==> src/rtl/divider16by8_seq.sv <==
// divider16by8_seq
//   Sequential unsigned restoring divider. It takes a DW-bit dividend and a
//   VW-bit divisor and produces the quotient and remainder at one quotient
//   bit per clock, MSB first. A zero divisor returns immediately with
//   quotient = all ones, remainder = dividend[VW-1:0] and div_by_zero = 1.
//
//   Optional feature macro: DIV_RECHECK_EN
//     Defined:   after the last iteration, one extra registered cycle
//                rebuilds quotient*divisor + remainder and flags check_err
//                when the result differs from the latched dividend.
//     Undefined: there is no recheck logic and check_err is tied to 0.
//
//   Ports
//     clk          rising-edge clock
//     rst          synchronous, active-high reset
//     in_valid     dividend/divisor present
//     in_ready     block can accept an operation (decoded from state and rst)
//     dividend     unsigned dividend, DW bits
//     divisor      unsigned divisor, VW bits
//     out_valid    result present (registered)
//     out_ready    consumer accepts the result
//     quotient     unsigned quotient, DW bits
//     remainder    unsigned remainder, VW bits
//     div_by_zero  the divisor was zero
//     check_err    recheck mismatch (DIV_RECHECK_EN only, otherwise 0)
//
//   state | meaning
//   ------+---------------------------------------------------------------
//   IDLE  | ready for a new operation
//   BUSY  | one restoring iteration per cycle, cnt = 0..DW-1
//   CHECK | rebuild quotient*divisor + remainder (DIV_RECHECK_EN only)
//   DONE  | result held on the outputs until out_ready
module divider16by8_seq #(
    parameter int DW = 16,
    parameter int VW = 8
) (
    input  logic          clk,
    input  logic          rst,
    input  logic          in_valid,
    output logic          in_ready,
    input  logic [DW-1:0] dividend,
    input  logic [VW-1:0] divisor,
    output logic          out_valid,
    input  logic          out_ready,
    output logic [DW-1:0] quotient,
    output logic [VW-1:0] remainder,
    output logic          div_by_zero,
    output logic          check_err
);
    localparam int CW = (DW > 1) ? $clog2(DW) : 1;

`ifdef DIV_RECHECK_EN
    typedef enum logic [1:0] {IDLE, BUSY, CHECK, DONE} state_t;
`else
    typedef enum logic [1:0] {IDLE, BUSY, DONE} state_t;
`endif

    state_t        state;
    logic [DW-1:0] dvd_sh;      // dividend, shifted left so the next bit is the MSB
    logic [VW-1:0] dvs_lat;
    logic [CW-1:0] cnt;

    // The partial remainder lives in the remainder register. After each
    // restore it is below the divisor, so VW bits hold it; the shifted trial
    // value needs VW+1 bits.
    logic [VW:0]   prem_shift;
    logic          q_bit;
    logic [VW-1:0] rem_next;

    assign in_ready = (state == IDLE) && !rst;

    // When the shifted value is at least the divisor, the difference is below
    // the divisor and therefore fits in VW bits, so the subtraction can be
    // done at VW bits without losing information.
    always_comb begin
        prem_shift = {remainder, dvd_sh[DW-1]};
        q_bit      = (prem_shift >= {1'b0, dvs_lat});
        rem_next   = prem_shift[VW-1:0];
        if (q_bit) begin
            rem_next = prem_shift[VW-1:0] - dvs_lat;
        end
    end

    always_ff @(posedge clk) begin
        if (rst) begin
            state       <= IDLE;
            out_valid   <= 1'b0;
            quotient    <= '0;
            remainder   <= '0;
            div_by_zero <= 1'b0;
            dvd_sh      <= '0;
            dvs_lat     <= '0;
            cnt         <= '0;
        end else begin
            case (state)
                IDLE: begin
                    if (in_valid) begin
                        dvd_sh  <= dividend;
                        dvs_lat <= divisor;
                        cnt     <= '0;
                        if (divisor == '0) begin
                            quotient    <= '1;
                            remainder   <= dividend[VW-1:0];
                            div_by_zero <= 1'b1;
                            out_valid   <= 1'b1;
                            state       <= DONE;
                        end else begin
                            remainder   <= '0;
                            div_by_zero <= 1'b0;
                            state       <= BUSY;
                        end
                    end
                end
                BUSY: begin
                    dvd_sh    <= {dvd_sh[DW-2:0], 1'b0};
                    remainder <= rem_next;
                    quotient  <= {quotient[DW-2:0], q_bit};
                    cnt       <= cnt + CW'(1);
                    if (cnt == CW'(DW - 1)) begin
`ifdef DIV_RECHECK_EN
                        state     <= CHECK;
`else
                        out_valid <= 1'b1;
                        state     <= DONE;
`endif
                    end
                end
`ifdef DIV_RECHECK_EN
                CHECK: begin
                    out_valid <= 1'b1;
                    state     <= DONE;
                end
`endif
                DONE: begin
                    if (out_ready) begin
                        out_valid <= 1'b0;
                        state     <= IDLE;
                    end
                end
                default: state <= IDLE;
            endcase
        end
    end

`ifdef DIV_RECHECK_EN
    logic [DW-1:0]    dvd_lat;
    logic [DW+VW-1:0] recon;

    // Exact reconstruction at full product width, so no carry is lost.
    always_comb begin
        recon = {{VW{1'b0}}, quotient} * {{DW{1'b0}}, dvs_lat}
              + {{DW{1'b0}}, remainder};
    end

    // Zero-divisor results never pass through CHECK, so check_err stays at
    // the 0 written at acceptance.
    always_ff @(posedge clk) begin
        if (rst) begin
            dvd_lat   <= '0;
            check_err <= 1'b0;
        end else if (state == IDLE && in_valid) begin
            dvd_lat   <= dividend;
            check_err <= 1'b0;
        end else if (state == CHECK) begin
            check_err <= (recon != {{VW{1'b0}}, dvd_lat});
        end
    end
`else
    assign check_err = 1'b0;
`endif

endmodule

==> config.mk <==
export PLATFORM = sky130hd
export DESIGN_NAME = divider16by8_seq
export DESIGN_NICKNAME = d
export VERILOG_FILES = /design/src/rtl/divider16by8_seq.sv
export SDC_FILE = /design/constraint.sdc
export NUM_CORES = 1
export LEC_CHECK = 0
export CAP_MARGIN = 20
export CORE_MARGIN = 2
export CORE_UTILIZATION = 46
export CTS_CLUSTER_DIAMETER = 30
export DETAILED_ROUTE_END_ITERATION = 12
export PLACE_DENSITY = 0.76
export SYNTH_ARGS = -nofsm -noshare
export SYNTH_HDL_FRONTEND = slang
export SYNTH_SLANG_ARGS = --single-unit
==> constraint.sdc <==
create_clock -name clk -period 1.8 [get_ports clk]
set_clock_uncertainty 0.15 [all_clocks]
set_input_delay 0.36 -clock clk [delete_from_list [all_inputs] [get_ports clk]]
set_output_delay 0.36 -clock clk [all_outputs]
set_load 0.05 [all_outputs]
Word-level counts from Yosys, hierarchy flattened
Index checks and enable logic that the tools add are counted.

Bits in registers: 56. Input port bits: 28. Output and inout port bits: 28. Logic and storage cells: 51.

Add/sub/neg operators: 2. Order comparisons: 1. Eq/ne operators: 7. Muxes and demuxes: 22. Reduce and logical (&&, ||, !) cells: 11.

Operators by type and width (count): case mux 16 bit (2 select lines) (2); two-way mux 16 bit (3); two-way mux 8 bit (3); case mux 8 bit (2 select lines) (1); greater-or-equal comparator 9 x 8 -> 1 bit (1); logical NOT 8 bit (1); two-way mux 2 bit (4); case mux 4 bit (2 select lines) (1); subtractor 8 bit (1); inequality test 2 bit (second input constant) (3); case mux 2 bit (3 select lines) (1); AND reduction 3 bit (2); two-way mux 1 bit (5); AND reduction 5 bit (1); adder 4 x 1 -> 4 bit (second input constant) (1); equality test 4 bit (second input constant) (1); two-way mux 4 bit (1); AND reduction 2 bit (2); case mux 1 bit (3 select lines) (1); nonzero test 3 bit (1); equality test 2 x 1 -> 1 bit (second input constant) (1); equality test 2 bit (second input constant) (1); logical NOT 2 bit (1); inequality test 2 x 1 -> 1 bit (second input constant) (1); other kinds (3) (3).

Depth between registers and ports, before layout
Gate-level depths: netlist of the first run.

Depth after elaboration: 4. Gate-level depth with buffers: 8. Depth with buffers taken out: 8.

Worst setup path after synthesis of the first run
OpenSTA, ideal clock, no wires.

Kind: input to output. Start point: input rst. End point: output in_ready. Data arrival time: 1.799 ns. Data required time: 1.290 ns. Path slack: -0.509 ns. Stages on the path: 3. Path buffers: 2. Cell sequence: clkbuf_1 -> buf_1 -> nor3_1.

Cells in the longest elaborated chain, start to end: 2.

Ends and longest elaborated chain: start: declaration (line 38) `input logic rst,`; logical NOT 1 bit (line 70) `assign in_ready = (state == IDLE) && !rst;`; logical AND 1 bit (line 70); end: declaration (line 40) `output logic in_ready,`.

No other way between the ends.

Worst setup path after layout of the first run
Start point: register dvd_sh[15]. End point: register remainder[7].

Cells in the longest elaborated chain, start to end: 3. Elaborated cells between the ends (all ways): 4. Classes of those cells: add/sub: 1; order compare: 1; mux: 2.

Ends and longest elaborated chain: start: declaration (line 59) `logic [DW-1:0] dvd_sh;`; start signal: assignment (line 98) `dvd_sh <= dividend;`; start signal: assignment (line 115) `dvd_sh <= {dvd_sh[DW-2:0], 1'b0};`; subtractor 8 bit / greater-or-equal comparator 9 x 8 -> 1 bit (equally long branches) (line 80, 77); two-way mux 8 bit * (line 79) `if (q_bit) begin`; case mux 8 bit (2 select lines) * (line 95) `case (state)`; end signal: assignment (line 103) `remainder <= dividend[VW-1:0];`; end signal: assignment (line 116) `remainder <= rem_next;`; end: declaration (line 46) `output logic [VW-1:0] remainder,`.

Every way passes the cells marked *; elsewhere a longest branch is shown, timed or not. A chain may end at the register's enable or synchronous reset.

==> results of run 1 <==
==> worst min-delay path by stage <==
| stage | start | to |
|---|---|---|
| after floorplan | dvd_sh[1] | dvd_sh[2] |
| after global placement | dvd_sh[1] | dvd_sh[2] |
| after detailed placement | dvd_sh[3] | dvd_sh[4] |
| after CTS | divisor[3] | dvs_lat[3] |
| after global routing | divisor[4] | dvs_lat[4] |
| final | divisor[4] | dvs_lat[4] |
==> per-stage QoR <==
step,std cells,hold WS [ns],worst slack (ns)
CTS,507,0.2940,-0.1773
detailed placement,498,0.2975,-0.4025
global route,507,0.2286,-0.2580
global placement,498,0.2925,-0.3434
finish,507,0.1965,-0.1735
floorplan,345,0.2873,-0.1152
==> kinds of logic (layout without fill, tap and decap cells) <==
logic type      count (synthesis)  count (layout)  synth area share
simple gates                  163             163            0.2693
compound gates                 76              76            0.2007
flops                          56              56            0.4042
buf+inv                        34             121           0.05999
fa+ha+maj                      10              10           0.04781
xor+xnor                        3               3          0.009474
mux                             2               2          0.007217
other cells                     1               1          0.001352
==> timing repair <==
action                                  in CTS  in global routing
gates resized for setup                     19                 11
endpoints found under the setup margin      18                 24
hold buffers                                 0                  0
pin swaps                                   21                  6
gates cloned                                 0                  0
buffers inserted                             1                  0
==> sequential cells by signal, indices dropped and copies added (netlist names) <==
register,count
cnt,4
div_by_zero,1
quotient,16
out_valid,1
dvs_lat,8
state,2
remainder,8
dvd_sh,16
==> metal layers <==
metal,share of wire,up-vias,track usage
met2,0.48,70,0.3467
met4,0.019,0,0.09167
met1,0.46,1295,0.2975
met3,0.037,13,0.03077
met5,0,-,0
li1,-,1372,-
==> Yosys cell counts (all sizes together), types with 2 or more instances <==
master | number | area share
nor2 | 81 | 0.11
dfxtp | 56 | 0.40
nand2 | 34 | 0.046
a21oi | 23 | 0.041
buf | 18 | 0.038
nor3 | 18 | 0.032
a311oi | 12 | 0.045
inv | 11 | 0.015
a31oi | 10 | 0.023
ha | 9 | 0.041
a211oi | 7 | 0.019
nand3 | 7 | 0.014
clkbuf | 5 | 0.0068
o21ai | 5 | 0.0090
nand2b | 4 | 0.0090
nand3b | 4 | 0.011
a22oi | 3 | 0.0099
nor4 | 3 | 0.011
xor2 | 3 | 0.0095
a21o | 2 | 0.0054
and4 | 2 | 0.0063
mux2i | 2 | 0.0072
nor3b | 2 | 0.0072
o211ai | 2 | 0.0072
o21a | 2 | 0.0059
o21bai | 2 | 0.0068
or2 | 2 | 0.0045
==> cell type report <==
| type | instances | area share |
|---|---|---|
| clock inverter | 3 | 0.006964 |
| sequential | 56 | 0.2912 |
| multi-input combinational | 255 | 0.4115 |
| tap | 75 | 0.02374 |
| timing repair buffer | 102 | 0.2387 |
| clock buffer | 5 | 0.01741 |
| inverter | 11 | 0.01045 |
==> power groups by stage <==
stage | combinational (mW) | clock (mW) | sequential, mW
after global placement | 1.09 | 0 | 1.42
after CTS | 1.17 | 0.753 | 1.40
after global routing | 1.28 | 0.801 | 1.41
final | 1.19 | 0.743 | 1.40
after floorplan | 0.540 | 0 | 1.57
after detailed placement | 1.11 | 0 | 1.42
==> worst min-delay path, cell delays in order <==
cell	delay, ns
dlymetal6s2s_1	0.12
a21oi_1	0.08
nor2_1	0.07
==> metrics.md, run 1 <==
| Metric | Value |
|---|---|
| Status | complete, but fails checks |
| Failing checks | negative setup slack |
| Core Util, Final | 0.6716 |
| DRT Pass-1 Iters | 4 |
| Routed len/inst | 13.91 um |
| I/O pin cnt | 56 |
| Maximum fanout along the worst path | 8 |
| Via count | ~2800 |
| Setup TNS | -1.012 ns |
| Multi-input logic area | approximately 1600 um2 |
| ANT nets after route | 0 |
| CTS Sinks | 56 |
| CP cell instances | inv_2, ha_4, and2b_1, o21a_2, o2111a_2, a221oi_2, o32ai_1 |
| Synth warn | 0 |
| Slowest stage cell, crit path | dfxtp_2 |
| Die area | 6668 um2 |
| R2R setup slack | -0.17 ns |
| CP Capture Type | register |
| Ys flop type | dfxtp_1 |
| Critical path origin | dvd_sh[15] |
| Buffers and inverters on the worst path | 1 |
| Die width | 81.66 um |
| RSZ-0062 raised after global routing | true |
| Clk network pwr share | 0.223 |
| DR vias/cell | 5.424 |
| Pin count of the biggest net entering global routing | 39 |
| DR iter-0 viols | 166 |
| Routability cong. | 0.8922 |
| Crit path depth | 7 |
| CTS H-tree depth | 2 |
| Syn avg cell area | approximately 8 um2 |
| CTS clk-pin slew, worst paths | between 0.1 and 0.15 ns |
| TritonCTS clock tree | yes |
| Leak | 1.635 nW |
| Setup slack after layout | -0.1735 ns |
| Sequential share of power | 0.420 |
| CP Data Required Time | 1.85 ns |
| Vias in the first global route | 2523 |
| Yosys cell types | 56 |
| Crit Path Category | reg -> reg |
| EDFF count, synth | 0 |
| Setup violators final | 9 |
| Maximum clock frequency | 0.5067 GHz |
| R2r endpoint | remainder[7] |
| Final Cell Area | 3953 um2 |
| Reg-to-reg startpoint | dvd_sh[15] |
| Layout fillers | about 460 |
| Critical Path Sink | remainder[7] |
| Core ar. | 5886 um2 |
| Clock latency on the worst-skew pair | 0.32 ns |
| GRT Util Overall | 0.2181 |
| FFs w/ async S/R, synth | 0 |
| Clock Tree Root | clkbuf_8 |
| Initial antenna violation count | 0 |
| Final Slew Violations | 0 |
| Die H | a little over 80 um |
| Clk buf depth | 2 |
| Nets | 469 |
| Tmin final | 1.974 ns |
| Drt total wl | approximately 7100 um |
| I/O Buffers | 54 |
| Gr ovfl total | 0 |
| Commonest non-fill, non-tap cell in the layout | nor2_1 |
| Share of layout cells above drive strength 1 | 0.3125 |
| VDD IR-drop max | ~540 uV |
| Hold Path Depth | 3 |
| Sequential fraction of the synthesis area | 0.4041 |
| FF+latch count, synth | 56 |
| Final Power | 3.329 mW |
| Initial core utilization | 0.4713 |
| Syn Nets | approximately 380 |
| PwrDens | 842.2 nW/um2 |
| FP Rows | 28 |
| Reg2reg path depth | 7 |
| Crit path max-delay family | compound AO/OA/AOI/OAI gates |
| Register area | 1151 um2 |
| Sw Ratio | 0.3519 |
| Critical Path Max Stage Delay | 0.35 ns |
| Arr. time, crit path | 2.03 ns |
| Post-synthesis instance total | approximately 350 |
| Total CTS buffers | 5 |
| Gate power share | 0.357 |
| Final Hold Viols | 0 |
| Max Cap Viol | 0 |
| DR DRC count | 0 |
| Most frequent cells in the layout | nor2_1 (80), buf_4 (64), dfxtp_1 (44), nand2_1 (34), a21oi_1 (21) |
| Area grow syn2layout | 42.49% |
| Diodes inserted | 0 |
| Int Pwr | 2.157 mW |
| Period utilisation layout | 1.096 |
| Post-DP Area | 3766 um2 |
| Worst Hold Class | in -> reg |
| First-pass GRT wire length | 11410 um |
| Psw | 1.172 mW |
| Worst setup SP type | register |
| Post-detail-place hpwl | 4997 um |
| Synth Cell Area | ~2800 um2 |
No activity file was read; power rests on OpenSTA's default activity.
==> run 2, diff against run 1 <==
--- a/config.mk
+++ b/config.mk
@@ -7,10 +7,11 @@
 export LEC_CHECK = 0
 export CAP_MARGIN = 20
 export CORE_MARGIN = 2
-export CORE_UTILIZATION = 46
+export CORE_UTILIZATION = 50
 export CTS_CLUSTER_DIAMETER = 30
 export DETAILED_ROUTE_END_ITERATION = 12
-export PLACE_DENSITY = 0.76
+export HOLD_SLACK_MARGIN = 0.03
+export PLACE_DENSITY = 0.78
 export SYNTH_ARGS = -nofsm -noshare
 export SYNTH_HDL_FRONTEND = slang
 export SYNTH_SLANG_ARGS = --single-unit
==> constraint.sdc (replaced) <==
create_clock -name clk -period 1.87 [get_ports clk]
set_clock_uncertainty 0.15 [all_clocks]
set_input_delay 0.374 -clock clk [delete_from_list [all_inputs] [get_ports clk]]
set_output_delay 0.374 -clock clk [all_outputs]
set_load 0.05 [all_outputs]
==> run 2 against run 1 <==
The flow still finishes with violations (negative setup slack). Sequential share of layout area grew 0.10 points. Final cell count grew 0.39%. Sequential cell count is the same. Non-clock buffer count grew 5. Critical path depth grew 1. Die area shrank 7.6%. Combinational power shrank 3%. Power shrank 4.5%. Critical path type unchanged. Largest cell class unchanged. Highest routed layer unchanged.
==> metrics.md, run 2 (synthesized netlist as in run 1, its figures left out) <==
| Metric | Value |
|---|---|
| PwrDens | 811.0 nW/um2 |
| Top flop regs | dvd_sh (16), quotient (16) |
| DR vias/cell | 5.448 |
| FP Rows | 27 |
| Initial core utilization | 0.5100 |
| Max Cap Viol | 0 |
| GRT Util Overall | 0.2426 |
| Die area | roughly 6000 um2 |
| Vias in the first global route | 2618 |
| Setup slack after layout | -0.1483 ns |
| CTS Sinks | 56 |
| ANT nets after route | 0 |
| Most frequent cells in the layout | nor2_1 (80), buf_4 (74), dfxtp_1 (48), nand2_1 (34), clkdlybuf4s50_1 (22) |
| Final Hold Viols | 0 |
| Reg2reg path depth | 8 |
| Maximum fanout along the worst path | 7 |
| Cts hold-fix bufs | 0 |
| Clock Tree Root | clkbuf_8 |
| Failing checks | negative setup slack |
| Diodes inserted | 0 |
| Pin count of the biggest net entering global routing | 33 |
| Tmin final | between 2 and 2.5 ns |
| First-pass GRT wire length | 12050 um |
| Critical Path Sink | remainder[1] |
| DR iter-0 viols | 145 |
| Leak | roughly 1.7 nW |
| TritonCTS clock tree | yes |
| Routability cong. | ~0.8 |
| Crit path depth | 8 |
| Clock latency on the worst-skew pair | 0.31 ns |
| CTS H-tree depth | 2 |
| Initial antenna violation count | 0 |
| Layout fillers | 414 |
| CTS clk-pin slew, worst paths | approximately 0.1 ns |
| Nets | 474 |
| Dpl cells | 495 |
| Pre-CTS setup slack | -0.3237 ns |
| DR DRC count | 0 |
| Post-detail-place hpwl | between 5000 and 6000 um |
| Hold slack | 0.2483 ns |
| Total CTS buffers | 5 |
| Drt total wl | 7323 um |
| R2r endpoint | remainder[1] |
| CP Capture Type | register |
| Via count | 2773 |
| Period utilisation layout | 1.079 |
| Hold Path Depth | 3 |
| Arr. time, crit path | 2.10 ns |
| VDD IR-drop max | 614.9 uV |
| Crit path max-delay family | compound AO/OA/AOI/OAI gates |
| Final Slew Violations | 0 |
| CP Data Required Time | roughly 2 ns |
| Top sig layer | met4 |
| Slowest stage cell, crit path | dfxtp_2 |
| Critical Path Max Stage Delay | approximately 0.37 ns |
| Maximum clock frequency | approximately 0.50 GHz |
| Non-filler cells, final | roughly 500 |
| Final Cell Area | 3921 um2 |
| Status | complete, but fails checks |
| Buffers and inverters on the worst path | 2 |
| Critical path origin | dvd_sh[15] |
| Commonest non-fill, non-tap cell in the layout | nor2_1 |
| Met2 routed WL | ~3500 um |
| I/O Buffers | 54 |
| Multi-input logic area | 1632 um2 |
| Gr ovfl total | 0 |
| Die width | 78.49 um |
| Post-DP Area | 3692 um2 |
| Area grow syn2layout | 41.36% |
| Reg-to-reg startpoint | dvd_sh[15] |
| Die H | 78.49 um |
| Worst setup SP type | register |
| Register area | between 1000 and 1500 um2 |
| CP cell instances | inv_2, ha_4, and2b_1, o21a_1, o2111a_2, buf_4, nand2_1, a311oi_2 |
| Routed len/inst | 14.39 um |
| Setup violators final | 9 |
| Worst Hold Class | in -> reg |
| R2R setup slack | -0.15 ns |
| I/O pin cnt | 56 |
| Met3 Routed Length | 368 um |
| Crit Path Category | reg -> reg |
| Share of layout cells above drive strength 1 | 0.2975 |
| Core ar. | 5439 um2 |
| Met1 WL | 3360 um |
| DRT Pass-1 Iters | 4 |
| Worst Min Path Start | divisor[3] |
| RSZ-0062 raised after global routing | true |
| Clk buf depth | 2 |
==> run 2: changes by cell type in the layout (fill, tap and decap cells not counted), sizes merged <==
cell / before / now
dlygate4sd2: 3 / 0
buf: 76 / 81
clkinvlp: 1 / 0
clkbuf: 5 / 6
dlymetal6s2s: 3 / 4
clkdlybuf4s50: 20 / 22
==> run 2: report_power, final <==
part	leakage, nW	total [mW]	switching, mW	internal (mW)
registers	0.465	1.34	0.0634	1.28
clock network	0.0457	0.682	0.413	0.269
logic	1.14	1.15	0.630	0.523
==> run 2: how the worst min path moves through the flow <==
stage	endpoint	slack [ns]
global route	dvs_lat[3]	0.30
detailed placement	dvd_sh[6]	0.30
floorplan	dvd_sh[2]	0.29
CTS	dvd_sh[4]	0.31
finish	dvs_lat[3]	0.25
global placement	dvd_sh[2]	0.29
==> run 2: layout make-up <==
| type | count | share of cell area |
|---|---|---|
| Multi-Input combinational cell | 255 | 0.4161 |
| Tap cell | 72 | 0.02297 |
| Clock inverter | 2 | 0.003829 |
| Sequential cell | 56 | 0.2923 |
| Clock buffer | 6 | 0.01851 |
| Timing Repair Buffer | 107 | 0.2358 |
| Inverter | 11 | 0.01053 |
==> run 2: routing by layer <==
metal  GRT usage  vias up
met5           0        -
met4     0.05263        0
met3     0.04713        5
met2      0.4207       65
met1      0.3136     1314
li1            -     1389
==> run 2: repair_timing <==
| action | CTS | global route |
|---|---|---|
| setup endpoints to repair | 9 | 27 |
| pin swaps | 8 | 11 |
| resized for setup | 12 | 13 |
| buffers inserted | 4 | 2 |
==> run 2: tightest hold or removal path: stages <==
cell            delay [ns]
dlymetal6s2s_1        0.16
a21oi_1               0.08
nor2_1                0.07
==> run 2: per-stage QoR <==
stage               setup TNS, ns    util  total power [mW]
finish                    -0.8453  0.7210             3.180
global route               -1.266  0.7210             3.344
CTS                       -0.5542  0.7078             3.146
detailed placement         -8.501  0.6789             2.397
global placement           -6.928  0.6789             2.375
floorplan                 -0.1143       -             2.026
==> run 3, diff against run 2 <==
--- a/config.mk
+++ b/config.mk
@@ -9,6 +9,7 @@
 export CORE_MARGIN = 2
 export CORE_UTILIZATION = 50
 export CTS_CLUSTER_DIAMETER = 30
+export CTS_CLUSTER_SIZE = 12
 export DETAILED_ROUTE_END_ITERATION = 12
 export HOLD_SLACK_MARGIN = 0.03
 export PLACE_DENSITY = 0.78
==> results of run 3 <==
The final DEF is identical to that of run 2; final timing and power are the same.
==> RTL change: new RTL, config.mk and constraints of run 3 <==
The option `DIV_RECHECK_EN` is turned on by a define.
--- a/src/rtl/divider16by8_seq.sv
+++ b/src/rtl/divider16by8_seq.sv
@@ -30,6 +30,8 @@
 //   BUSY  | one restoring iteration per cycle, cnt = 0..DW-1
 //   CHECK | rebuild quotient*divisor + remainder (DIV_RECHECK_EN only)
 //   DONE  | result held on the outputs until out_ready
+`define DIV_RECHECK_EN
+
 module divider16by8_seq #(
     parameter int DW = 16,
     parameter int VW = 8
Function: same outputs for any inputs over 10 cycles, from zero or initial values and one cycle with rst high; that may be too few to reach the edited logic, so the function may still have changed.
==> RTL change against run 3 <==
Sequential cell count up 17; the run still ends with setup timing left; sequential share of layout area down 16 points; via count rose to 3.0 times the old value; critical endpoint is now check_err; total power rose to 5.2 times the old value; final area rose to 3.0 times the old value; sequential power up 99%; routed wire length rose to 3.9 times the old value; worst setup slack worse by 3.1 ns; area after synthesis rose to 2.9 times the old value.
==> RTL change: results (changes against run 3) <==
status complete, but fails checks; violated checks setup timing; Fill cells 1047 (+150%); synth top area cells fa_1 23%, dfxtp_1 18%, ha_1 10%; first-pass GRT wire length 41.7 mm (+250%); hold_sp divisor[1]; WHS Endpoint dvs_lat[1]; placed cell areas 10500 um2 (+180%); post-synthesis cell count 965 (+180%); CTS-repair resized insts 75 (+63); final-stage net count 1378 (+190%); R2R depth 18 (+10); I/O Buffers 55 (+1.9%); RD Place Congestion 0.948 (+16%); peak supply drop 1.01 mV (+65%); Root Driver clkbuf_16; Setup Buffers After CTS 8 (+4); proportion of layout cells with a drive suffix above 1 0.344 (+0.0467); worst setup margin -3.21 ns (-3.06 ns); Min Hold Slack 0.285 ns (+0.0363 ns); post-synthesis mux area share 0.0264 (+0.0192); Synth Area in XOR/XNOR 0.0338 (+0.0243); GRT Util Overall 0.321 (+0.0781); RR Startpoint dvs_lat[0]; Mapped Nets 1151 (+200%); drt first pass iters 5 (+1); hold path depth 4 (+1); family with the most delay on the worst path adder cells; synth unique cells 69 (+23%); worst skew pair latency 0.36 ns (+0.05 ns); setup violators final 20 (+11); top flop regs dvd_lat (16), dvd_sh (16), quotient (16); Non-Filler Instances 1413 (+180%); Critical Path Slowest Stage Cell or4_1; number of global-route vias before repair 8049 (+210%); register area share after synthesis 0.183 (-0.222); end point of the critical path check_err; Leakage 4.89 nW (+200%)
-- RTL change: power breakdown --
group | leakage (nW) | total (mW) | internal [mW] | switching [mW]
Clock | 0.141 | 1.75 | 0.952 | 0.794
Sequential | 0.617 | 2.67 | 2.10 | 0.575
Combinational | 4.13 | 12.0 | 5.50 | 6.49
-- RTL change: cell type report --
cell class / count / area (um2) / area share
Tap cell: 216 / 270 / 0.0233
Multi-Input combinational cell: 715 / 6630 / 0.572
Clock buffer: 10 / 239 / 0.0206
Clock inverter: 6 / 46.3 / 0.00399
Inverter: 129 / 489 / 0.0422
Sequential cell: 73 / 1540 / 0.133
Timing Repair Buffer: 264 / 2380 / 0.205
-- RTL change: per-layer routing --
layer	track usage	vias to the layer above
li1	-	3645
met1	0.425	4002
met2	0.521	461
met3	0.0586	108
met4	0.130	0
met5	0	-
